File: config.mk
export PLATFORM = sky130hd
export DESIGN_NAME = p1_sprite_renderer_flat
export DESIGN_NICKNAME = d
export VERILOG_FILES = /design/src/rtl/p1_sprite_renderer_if.sv /design/src/rtl/p1_sprite_renderer.sv /design/src/flat_wrapper.sv
export SDC_FILE = /design/constraint.sdc
export NUM_CORES = 1
export LEC_CHECK = 0
export BUFFER_PORTS_ARGS = -buffer_cell sky130_fd_sc_hd__buf_2
export CAP_MARGIN = 20
export CORE_MARGIN = 2
export CORE_UTILIZATION = 57
export DETAILED_ROUTE_END_ITERATION = 8
export PLACE_DENSITY = 0.85
export SYNTH_ARGS = -nofsm -noshare
export SYNTH_HDL_FRONTEND = slang
export SYNTH_SLANG_ARGS = --single-unit
export TNS_END_PERCENT = 5
File: constraint.sdc
create_clock -name clk -period 4.71 [get_ports clk]
set_input_delay 0.942 -clock clk [delete_from_list [all_inputs] [get_ports clk]]
set_output_delay 0.942 -clock clk [all_outputs]
set_load 0.05 [all_outputs]
File: src/rtl/p1_sprite_renderer_if.sv
// Signal bundle between the VGA timing/game logic, the sprite ROM and the player renderer.
// The renderer takes the slave side; the surrounding system takes the master side.
interface p1_sprite_renderer_if;
    logic [9:0]  pixel_x;
    logic [9:0]  pixel_y;
    logic        video_on;
    logic        frame_tick;
    logic [9:0]  p1_x;
    logic [9:0]  p1_y;
    logic [2:0]  action;
    logic        facing;
    logic [9:0]  rom_addr;
    logic [15:0] rom_bitmap;
    logic        sprite_on;
    logic        pix_valid;
    logic        action_done;

    modport slave (
        input  pixel_x, pixel_y, video_on, frame_tick,
        input  p1_x, p1_y, action, facing, rom_bitmap,
        output rom_addr, sprite_on, pix_valid, action_done
    );

    modport master (
        output pixel_x, pixel_y, video_on, frame_tick,
        output p1_x, p1_y, action, facing, rom_bitmap,
        input  rom_addr, sprite_on, pix_valid, action_done
    );
endinterface

File: src/rtl/p1_sprite_renderer.sv
// Player-1 sprite renderer: per-frame shadowed position/animation state and a 3-stage
// pixel pipeline that looks up a 16x16 sprite row in ROM and flags opaque pixels.
module p1_sprite_renderer #(
    parameter int SCALE_LOG2 = 2,
    parameter int HOLD       = 8
) (
    input logic clk,
    input logic rst,
    p1_sprite_renderer_if.slave bus
);
    localparam int          W   = 16 << SCALE_LOG2;
    localparam int          HW  = (HOLD > 1) ? $clog2(HOLD) : 1;
    localparam logic [10:0] BOX = 11'(W);

    function automatic logic [2:0] map_action(input logic [2:0] a);
        return (a > 3'd4) ? 3'd0 : a;
    endfunction

    function automatic logic [3:0] mirror_col(input logic [3:0] c, input logic m);
        return m ? (4'd15 - c) : c;
    endfunction

    logic [9:0]    sx, sy;
    logic [2:0]    act_sh;
    logic          fac_sh;
    logic [1:0]    frame;
    logic [HW-1:0] hold;
    logic          done_r;
    logic [2:0]    act_new;

    assign act_new = map_action(bus.action);

    always_ff @(posedge clk) begin
        if (rst) begin
            sx     <= '0;
            sy     <= '0;
            act_sh <= '0;
            fac_sh <= 1'b0;
            frame  <= '0;
            hold   <= '0;
            done_r <= 1'b0;
        end else begin
            done_r <= 1'b0;
            if (bus.frame_tick) begin
                sx     <= bus.p1_x;
                sy     <= bus.p1_y;
                act_sh <= act_new;
                fac_sh <= bus.facing;
                // A new action restarts its animation from the first frame.
                if (act_new != act_sh) begin
                    frame <= '0;
                    hold  <= '0;
                end else if (hold == HW'(HOLD - 1)) begin
                    hold  <= '0;
                    frame <= frame + 2'd1;
                    if (frame == 2'd3 && (act_sh == 3'd3 || act_sh == 3'd4))
                        done_r <= 1'b1;
                end else begin
                    hold <= hold + 1'b1;
                end
            end
        end
    end

    logic [10:0] px, py, x0, y0;
    logic [9:0]  dx, dy;
    logic        in_box;
    logic [3:0]  row, col;

    assign px     = {1'b0, bus.pixel_x};
    assign py     = {1'b0, bus.pixel_y};
    assign x0     = {1'b0, sx};
    assign y0     = {1'b0, sy};
    // 11-bit bounds keep a box near the right/bottom edge from wrapping to column/row 0.
    assign in_box = (px >= x0) && (px < x0 + BOX) && (py >= y0) && (py < y0 + BOX);
    assign dx     = bus.pixel_x - sx;
    assign dy     = bus.pixel_y - sy;
    assign row    = 4'(dy >> SCALE_LOG2);
    assign col    = mirror_col(4'(dx >> SCALE_LOG2), fac_sh);

    logic [9:0] addr_p0;
    logic [3:0] col_p0, col_p1;
    logic       box_p0, box_p1;
    logic       vld_p0, vld_p1, vld_p2;
    logic       sprite_p2;

    always_ff @(posedge clk) begin
        if (rst) begin
            addr_p0   <= '0;
            col_p0    <= '0;
            box_p0    <= 1'b0;
            vld_p0    <= 1'b0;
            col_p1    <= '0;
            box_p1    <= 1'b0;
            vld_p1    <= 1'b0;
            sprite_p2 <= 1'b0;
            vld_p2    <= 1'b0;
        end else begin
            // Stage 1: box test and ROM address; address holds outside the box.
            if (in_box)
                addr_p0 <= {row, act_sh, 1'b0, frame};
            col_p0 <= col;
            box_p0 <= in_box;
            vld_p0 <= bus.video_on;
            // Stage 2: wait for the ROM row to arrive.
            col_p1 <= col_p0;
            box_p1 <= box_p0;
            vld_p1 <= vld_p0;
            // Stage 3: pick the column bit; a 0 bit is opaque.
            sprite_p2 <= vld_p1 & box_p1 & ~bus.rom_bitmap[4'd15 - col_p1];
            vld_p2    <= vld_p1;
        end
    end

    assign bus.rom_addr    = addr_p0;
    assign bus.sprite_on   = sprite_p2;
    assign bus.pix_valid   = vld_p2;
    assign bus.action_done = done_r;
endmodule

File: src/flat_wrapper.sv
// flat-port wrapper written by rule: the top's interface ports become plain ports
module p1_sprite_renderer_flat 
#(
    parameter int SCALE_LOG2 = 2,
    parameter int HOLD       = 8
)
  (clk, rst, bus_pixel_x, bus_pixel_y, bus_video_on, bus_frame_tick, bus_p1_x, bus_p1_y, bus_action, bus_facing, bus_rom_bitmap, bus_rom_addr, bus_sprite_on, bus_pix_valid, bus_action_done);
  p1_sprite_renderer_if bus_i ();
  input logic clk;
  input logic rst;
  input wire logic [$bits(bus_i.pixel_x)-1:0] bus_pixel_x;
  input wire logic [$bits(bus_i.pixel_y)-1:0] bus_pixel_y;
  input wire logic [$bits(bus_i.video_on)-1:0] bus_video_on;
  input wire logic [$bits(bus_i.frame_tick)-1:0] bus_frame_tick;
  input wire logic [$bits(bus_i.p1_x)-1:0] bus_p1_x;
  input wire logic [$bits(bus_i.p1_y)-1:0] bus_p1_y;
  input wire logic [$bits(bus_i.action)-1:0] bus_action;
  input wire logic [$bits(bus_i.facing)-1:0] bus_facing;
  input wire logic [$bits(bus_i.rom_bitmap)-1:0] bus_rom_bitmap;
  output wire logic [$bits(bus_i.rom_addr)-1:0] bus_rom_addr;
  output wire logic [$bits(bus_i.sprite_on)-1:0] bus_sprite_on;
  output wire logic [$bits(bus_i.pix_valid)-1:0] bus_pix_valid;
  output wire logic [$bits(bus_i.action_done)-1:0] bus_action_done;
  assign bus_i.pixel_x = bus_pixel_x;
  assign bus_i.pixel_y = bus_pixel_y;
  assign bus_i.video_on = bus_video_on;
  assign bus_i.frame_tick = bus_frame_tick;
  assign bus_i.p1_x = bus_p1_x;
  assign bus_i.p1_y = bus_p1_y;
  assign bus_i.action = bus_action;
  assign bus_i.facing = bus_facing;
  assign bus_i.rom_bitmap = bus_rom_bitmap;
  assign bus_rom_addr = bus_i.rom_addr;
  assign bus_sprite_on = bus_i.sprite_on;
  assign bus_pix_valid = bus_i.pix_valid;
  assign bus_action_done = bus_i.action_done;
  p1_sprite_renderer #(.SCALE_LOG2(SCALE_LOG2), .HOLD(HOLD)) u_core (.clk(clk), .rst(rst), .bus(bus_i));
endmodule
==> results of run 1 <==
==> layout make-up <==
type / count / area share, %
clock buffers: 6 / 2.05
clock inverters: 2 / 1.10
inverters: 26 / 2.76
multi-input cells: 240 / 51.0
flip-flops and latches: 53 / 30.0
well taps: 70 / 2.47
repair buffers: 75 / 10.6
==> worst max path at each step <==
stage | cells after the start | to
finish | 7 | u_core.bus.rom_addr[6]
global route | 7 | u_core.bus.rom_addr[1]
global placement | 7 | u_core.bus.rom_addr[6]
CTS | 7 | u_core.bus.rom_addr[6]
detailed placement | 7 | u_core.bus.rom_addr[6]
floorplan | 8 | u_core.bus.rom_addr[6]
==> cell usage after synthesis <==
library cell and number:
dfxtp_1 53, nor2_1 38, ha_1 33, mux2i_1 32, inv_1 25, nand2_1 24, a21oi_1 20, nor2b_1 14
nand3_1 11, xnor2_1 10, o21ai_0 8, clkbuf_1 7, a21o_1 5, mux4_2 5, nand2b_1 5, xor2_1 5
buf_1 3, nand3b_1 3, a211oi_1 2, nand4_1 2, nor3_1 2, o21a_1 2, or3_1 2, a211o_1 1
a22oi_1 1, a41o_1 1, and3b_1 1, and4_1 1, buf_2 1, buf_4 1, clkinv_1 1, conb_1 1
mux2_4 1, nor4_2 1, o2111ai_1 1, o211ai_2 1, o22a_1 1, o311ai_0 1, o31a_1 1, o32a_1 1
o41ai_1 1, or3b_2 1, or4_1 1
==> power by group <==
part           switching, mW  total, mW  leakage [nW]  internal (mW)
Clock                  0.148      0.307        0.0554          0.160
Sequential            0.0170      0.490         0.434          0.473
Combinational          0.111      0.220          1.17          0.109
Total                  0.276       1.02          1.66          0.742
==> metal layers <==
layer / vias up / wire [µm]
li1: 1275 / -
met2: 53 / 2870
met4: 0 / 110
met1: 1118 / 2500
met3: 11 / 261
met5: - / 0
==> cells by family (layout without fill, tap and decap cells) <==
group	Yosys count	count (layout)	share of synthesized area, %
mux	38	38	14.9
fa+ha+maj	33	33	13.7
xor+xnor	15	15	4.36
flops	53	53	35.2
simple gates	106	106	16.9
buf+inv	38	109	4.90
other cells	1	1	0.124
compound gates	47	47	9.96
==> per-stage QoR <==
step,cell area [µm²],hold slack [ps]
after floorplan,3020,414
after global placement,3430,417
after detailed placement,3430,425
after CTS,3540,447
after global routing,3540,463
final,3540,445
==> registers in the layout, indices dropped and copies added, names as in the netlist <==
name,flops
u_core.bus.pix_valid,1
u_core.frame,2
u_core.sy,10
u_core.box_p1,1
u_core.hold,3
u_core.bus.rom_addr,9
u_core.act_sh,3
u_core.col_p0,4
u_core.vld_p0,1
u_core.vld_p1,1
u_core.fac_sh,1
u_core.col_p1,4
u_core.box_p0,1
u_core.sx,10
u_core.bus.sprite_on,1
u_core.bus.action_done,1
==> critical path, delay by kind of cell <==
kind	cells	cell delay, ps
AOI/OAI and AO/OA	2	620
buffers and inverters	1	110
adders and majority gates	1	370
and+or+nand+nor	2	830
muxes	1	340
==> flow_metrics.env, run 1 <==
export IMPL_yosysTopAreaCellShare_pct=35.2
export IMPL_die_area_um2=5890
export IMPL_cp_startpoint="bus_pixel_x[5]"
export IMPL_regToRegSetupSlack_ps=2050
export IMPL_setup_tns_ps=0
export IMPL_drc=0
export IMPL_diodes=0
export IMPL_maxCapViolations=0
export IMPL_worstSetupPathType="in -> reg"
export IMPL_dr_first_iter_drc_count=36
export IMPL_met2_usage_pct=36.5
export IMPL_worstPathRequired_ps=4920
export IMPL_cts_buffer_depth=2
export IMPL_cts_tree="done"
export IMPL_min_period_ps=3000
export IMPL_fp_dieH_um=76.7
export IMPL_drive_gt1_share_pct=22.6
export IMPL_slew_violations=0
export IMPL_r2r_end="u_core.bus.rom_addr[6]"
export IMPL_num_rows=26
export IMPL_fill_cells=447
export IMPL_status="completed"
export IMPL_post_cts_resized=0
export IMPL_seq_area_frac_synth_pct=35.2
export IMPL_hold_class="reg -> reg"
export IMPL_use_met1_pct=23.6
export IMPL_clock_latency_ps=310
export IMPL_reg2reg_depth=9
export IMPL_cts_sinks=53
export IMPL_syn_to_final_growth_pct=17.4
export IMPL_grtUsageMet3_pct=5.41
export IMPL_hold_viol_final=0
export IMPL_wl_per_cell_um=12.2
export IMPL_ys_ff_latch=53
export IMPL_antenna_found_initial=0
export IMPL_endpoint_kind="register"
export IMPL_hold_depth=1
export IMPL_synth_area_um2=3020
export IMPL_worstSetupStartpointType="input port"
export IMPL_gp_congestion=0.914
export IMPL_final_cell_mix="buf_2 (75), dfxtp_1 (53), nor2_1 (38), ha_1 (33), mux2i_1 (32)"
export IMPL_final_util_pct=69.3
export IMPL_layout_commonest_cell="buf_2"
export IMPL_max_vdd_ir_drop_v=0.000155
export IMPL_cts_setup_buffers=0
export IMPL_maxSlewHeadroom_pct=42.2
export IMPL_drtPass1Iterations=4
export IMPL_cp_slowest_cell="or4_1"
export IMPL_cp_cell_sequence="buf_2, ha_1, nand3_1, o311ai_0, a21oi_1, or4_1, mux2_4"
export IMPL_post_place_cells=464
export IMPL_ys_top_cells_by_area="dfxtp_1 (35%), ha_1 (14%), mux2i_1 (11%)"
export IMPL_start_util_pct=59.0
export IMPL_grt_pass1_vias=2463
export IMPL_syn_area_per_cell_um2=9.11
export IMPL_cts_clk_slew_worst_paths_ps=90
export IMPL_multi_input_area_um2=1810
export IMPL_hp_start="u_core.col_p0[1]"
export IMPL_arrival_ps=3210
export IMPL_tightest_slew_ps=866
export IMPL_io_pins=77
export IMPL_fp_dieW_um=76.7
export IMPL_cts_made_buffers=5
export IMPL_wl_um=5750
export IMPL_p_per_area_nw_per_um2=288
export IMPL_grt_busiest_layer="met2"
export IMPL_coreArea_um2=5110
export IMPL_worst_path_max_fanout=5
export IMPL_fmax_mhz=333
export IMPL_layout_nets=498
export IMPL_grt_pass1_wl_um=9940
export IMPL_ctsHoldBuffers=0
export IMPL_htree_levels=2
export IMPL_r2r_start="u_core.sx[6]"
export IMPL_synth_cell_type_count=43
export IMPL_layout_setup_ws_ps=1710
export IMPL_dp_hpwl_um=4460
export IMPL_period_share_pct=63.8
export IMPL_syn_nets=428
export IMPL_ant_nets=0
export IMPL_stdcell_count=472
export IMPL_seqCellArea_um2=1060
export IMPL_synth_top_cell_by_area="dfxtp_1"
export IMPL_holdPathEnd="u_core.col_p1[1]"
export IMPL_root_buffer="clkbuf_8"
export IMPL_viasPerCell=5.21
export IMPL_clock_skew_ps=2.83
export IMPL_dp_slack_ps=1420
export IMPL_p_leak_nw=1.66
export IMPL_grt_max_degree=42
export IMPL_grt_setup_unrepaired="no"
export IMPL_synth_warnings=0
export IMPL_p_total_mw=1.02
export IMPL_grt_overflow=0
export IMPL_setup_viol=0
export IMPL_io_buffer_count=75
export IMPL_grt_util_all_layers_pct=20.7
export IMPL_dr_total_vias=2457
export IMPL_slowest_delay_ps=710
export IMPL_synthesis_instances=331
No activity file was read; power rests on OpenSTA's default activity.
==> run 2: changes to the inputs <==
--- a/config.mk
+++ b/config.mk
@@ -8,9 +8,9 @@
 export BUFFER_PORTS_ARGS = -buffer_cell sky130_fd_sc_hd__buf_2
 export CAP_MARGIN = 20
 export CORE_MARGIN = 2
-export CORE_UTILIZATION = 57
+export CORE_UTILIZATION = 53
 export DETAILED_ROUTE_END_ITERATION = 8
-export PLACE_DENSITY = 0.85
+export PLACE_DENSITY = 0.8
 export SYNTH_ARGS = -nofsm -noshare
 export SYNTH_HDL_FRONTEND = slang
 export SYNTH_SLANG_ARGS = --single-unit
==> constraint.sdc (replaced) <==
create_clock -name clk -period 2.95 [get_ports clk]
set_input_delay 0.59 -clock clk [delete_from_list [all_inputs] [get_ports clk]]
set_output_delay 0.59 -clock clk [all_outputs]
set_load 0.05 [all_outputs]
==> run 2 against run 1 <==
  * Sequential cell count did not move
  * Largest cell class unchanged
  * Combinational power rose by 60%
  * Non-clock buffer count grew 4
  * Total power increased by 60%
  * Largest power group unchanged
  * Die area rose by 7.1%
  * Final cell count is 1.3% higher
  * Design area rose by 0.92%
==> flow_metrics.env, run 2 (synthesis results as in run 1) <==
export IMPL_period_share_pct=85.2
export IMPL_max_vdd_ir_drop_v=0.000259
export IMPL_dpl_cell_area_um2=3460
export IMPL_grtUsageMet3_pct=2.60
export IMPL_regToRegSetupSlack_ps=440
export IMPL_dr_total_vias=2442
export IMPL_cts_setup_buffers=0
export IMPL_cts_clk_slew_worst_paths_ps=100
export IMPL_tightest_slew_ps=571
export IMPL_grt_pass1_wl_um=9620
export IMPL_cp_cell_sequence="ha_1, xnor2_1, ha_1, a21oi_1, nor2b_1, o21ai_0, nand3_1, or4_1, mux2_4"
export IMPL_grt_busiest_layer="met2"
export IMPL_dr_first_iter_drc_count=56
export IMPL_htree_levels=2
export IMPL_worstPathRequired_ps=3150
export IMPL_slowest_delay_ps=550
export IMPL_hold_class="reg -> reg"
export IMPL_start_util_pct=54.8
export IMPL_fmax_mhz=398
export IMPL_grt_setup_unrepaired="no"
export IMPL_ant_nets=0
export IMPL_hold_viol_final=0
export IMPL_drc=0
export IMPL_drtPass1Iterations=5
export IMPL_ctsHoldBuffers=0
export IMPL_diodes=0
export IMPL_cp_startpoint="u_core.sx[6]"
export IMPL_p_switching_mw=0.441
export IMPL_worstSetupPathType="reg -> reg"
export IMPL_die_area_um2=6310
export IMPL_cts_tree="done"
export IMPL_slew_violations=0
export IMPL_fp_dieW_um=79.4
export IMPL_grt_overflow=0
export IMPL_cts_sinks=53
export IMPL_hold_depth=1
export IMPL_io_pins=77
export IMPL_gp_congestion=0.876
export IMPL_setup_viol=0
export IMPL_setup_worst_path_end="u_core.bus.rom_addr[6]"
export IMPL_internal_power_mw=1.19
export IMPL_fp_dieH_um=79.4
export IMPL_root_buffer="clkbuf_8"
export IMPL_drive_gt1_share_pct=23.4
export IMPL_dp_hpwl_um=4500
export IMPL_arrival_ps=2710
export IMPL_layout_commonest_cell="buf_2"
export IMPL_viasPerCell=5.11
export IMPL_min_period_ps=2510
export IMPL_clock_latency_ps=300
export IMPL_status="completed"
export IMPL_reg2reg_depth=9
export IMPL_swShare_pct=27.1
export IMPL_setup_tns_ps=0
export IMPL_cts_buffer_depth=2
export IMPL_finalInstanceArea_um2=3570
export IMPL_num_rows=27
export IMPL_coreArea_um2=5510
export IMPL_wl_per_cell_um=11.9
export IMPL_met2_usage_pct=35.0
export IMPL_p_per_area_nw_per_um2=456
export IMPL_grt_util_all_layers_pct=18.7
export IMPL_clock_skew_ps=8.05
export IMPL_post_cts_resized=0
export IMPL_antenna_found_initial=0
export IMPL_cts_made_buffers=5
export IMPL_grt_pass1_vias=2362
export IMPL_maxSlewHeadroom_pct=61.9
export IMPL_use_met1_pct=22.0
export IMPL_syn_to_final_growth_pct=18.5
export IMPL_endpoint_kind="register"
export IMPL_worst_path_max_fanout=5
export IMPL_final_cell_mix="buf_2 (75), dfxtp_1 (53), nor2_1 (38), ha_1 (33), mux2i_1 (32)"
export IMPL_final_util_pct=64.9
export IMPL_maxCapViolations=0
export IMPL_p_total_mw=1.63
export IMPL_r2r_end="u_core.bus.rom_addr[6]"
export IMPL_clkPwrFrac_pct=30.3
export IMPL_layout_nets=502
export IMPL_fill_cells=476
export IMPL_p_leak_nw=1.68
export IMPL_p_comb_share_pct=21.6
export IMPL_grt_max_degree=41
export IMPL_r2r_start="u_core.sx[6]"
export IMPL_io_buffer_count=75
export IMPL_worstSetupStartpointType="register"
export IMPL_cp_slowest_cell="or4_1"
export IMPL_wl_um=5670
export IMPL_crit_top_cell="ha_1"
export IMPL_seqPwrFrac_pct=48.0
-- run 2: changes by cell type in the layout (fill, tap and decap cells not counted), sizes merged --
cell,before,now
buf,75,79
-- run 2: critical path: cells and delay by family, from the launching register on --
family                   cells  cell delay (ps)
XOR/XNOR                     1              140
AO/OA/AOI/OAI                2              310
multiplexers                 1              320
flip-flops                   1              370
AND/OR/NAND/NOR              3              730
adder cells (fa/ha/maj)      2              540
-- run 2: worst min-delay path by stage --
stage / slack (ps) / start / end
final: 440 / u_core.col_p0[1] / u_core.col_p1[1]
after global routing: 460 / u_core.col_p0[2] / u_core.col_p1[2]
after CTS: 450 / u_core.col_p0[1] / u_core.col_p1[1]
after detailed placement: 420 / u_core.col_p0[2] / u_core.col_p1[2]
after global placement: 420 / u_core.vld_p0 / u_core.vld_p1
after floorplan: 410 / u_core.box_p0 / u_core.box_p1
-- run 2: area by class of cell --
| cell class | instances | area [µm²] | share of cell area, % |
|---|---|---|---|
| clock inverters | 2 | 38.8 | 1.09 |
| multi-input cells | 240 | 1810 | 50.6 |
| clock buffers | 6 | 72.6 | 2.03 |
| repair buffers | 79 | 405 | 11.3 |
| flip-flops and latches | 53 | 1060 | 29.7 |
| well taps | 72 | 90.1 | 2.52 |
| inverters | 26 | 97.6 | 2.73 |
-- run 2: power by group through the flow --
| stage | clock network [mW] | registers, mW | logic [mW] |
|---|---|---|---|
| 6_report | 0.494 | 0.783 | 0.353 |
| 5_1_grt | 0.532 | 0.789 | 0.396 |
| 4_1_cts | 0.503 | 0.783 | 0.357 |
| 3_5_place_dp | 0 | 0.800 | 0.355 |
| 3_3_place_gp | 0 | 0.798 | 0.345 |
| 2_1_floorplan | 0 | 0.804 | 0.251 |
-- run 2: metrics by stage --
stage	cells	hold WS, ps	setup WS, ps
after CTS	478	447	444
after detailed placement	470	423	208
after floorplan	331	414	349
after global placement	470	418	233
final	478	443	438
after global routing	478	462	287
-- run 2: per-layer routing --
layer  up-vias  routed length, µm
met5         -                  0
met4         0                 61
met3         7                248
met2        49               2930
met1      1104               2440
li1       1282                  -
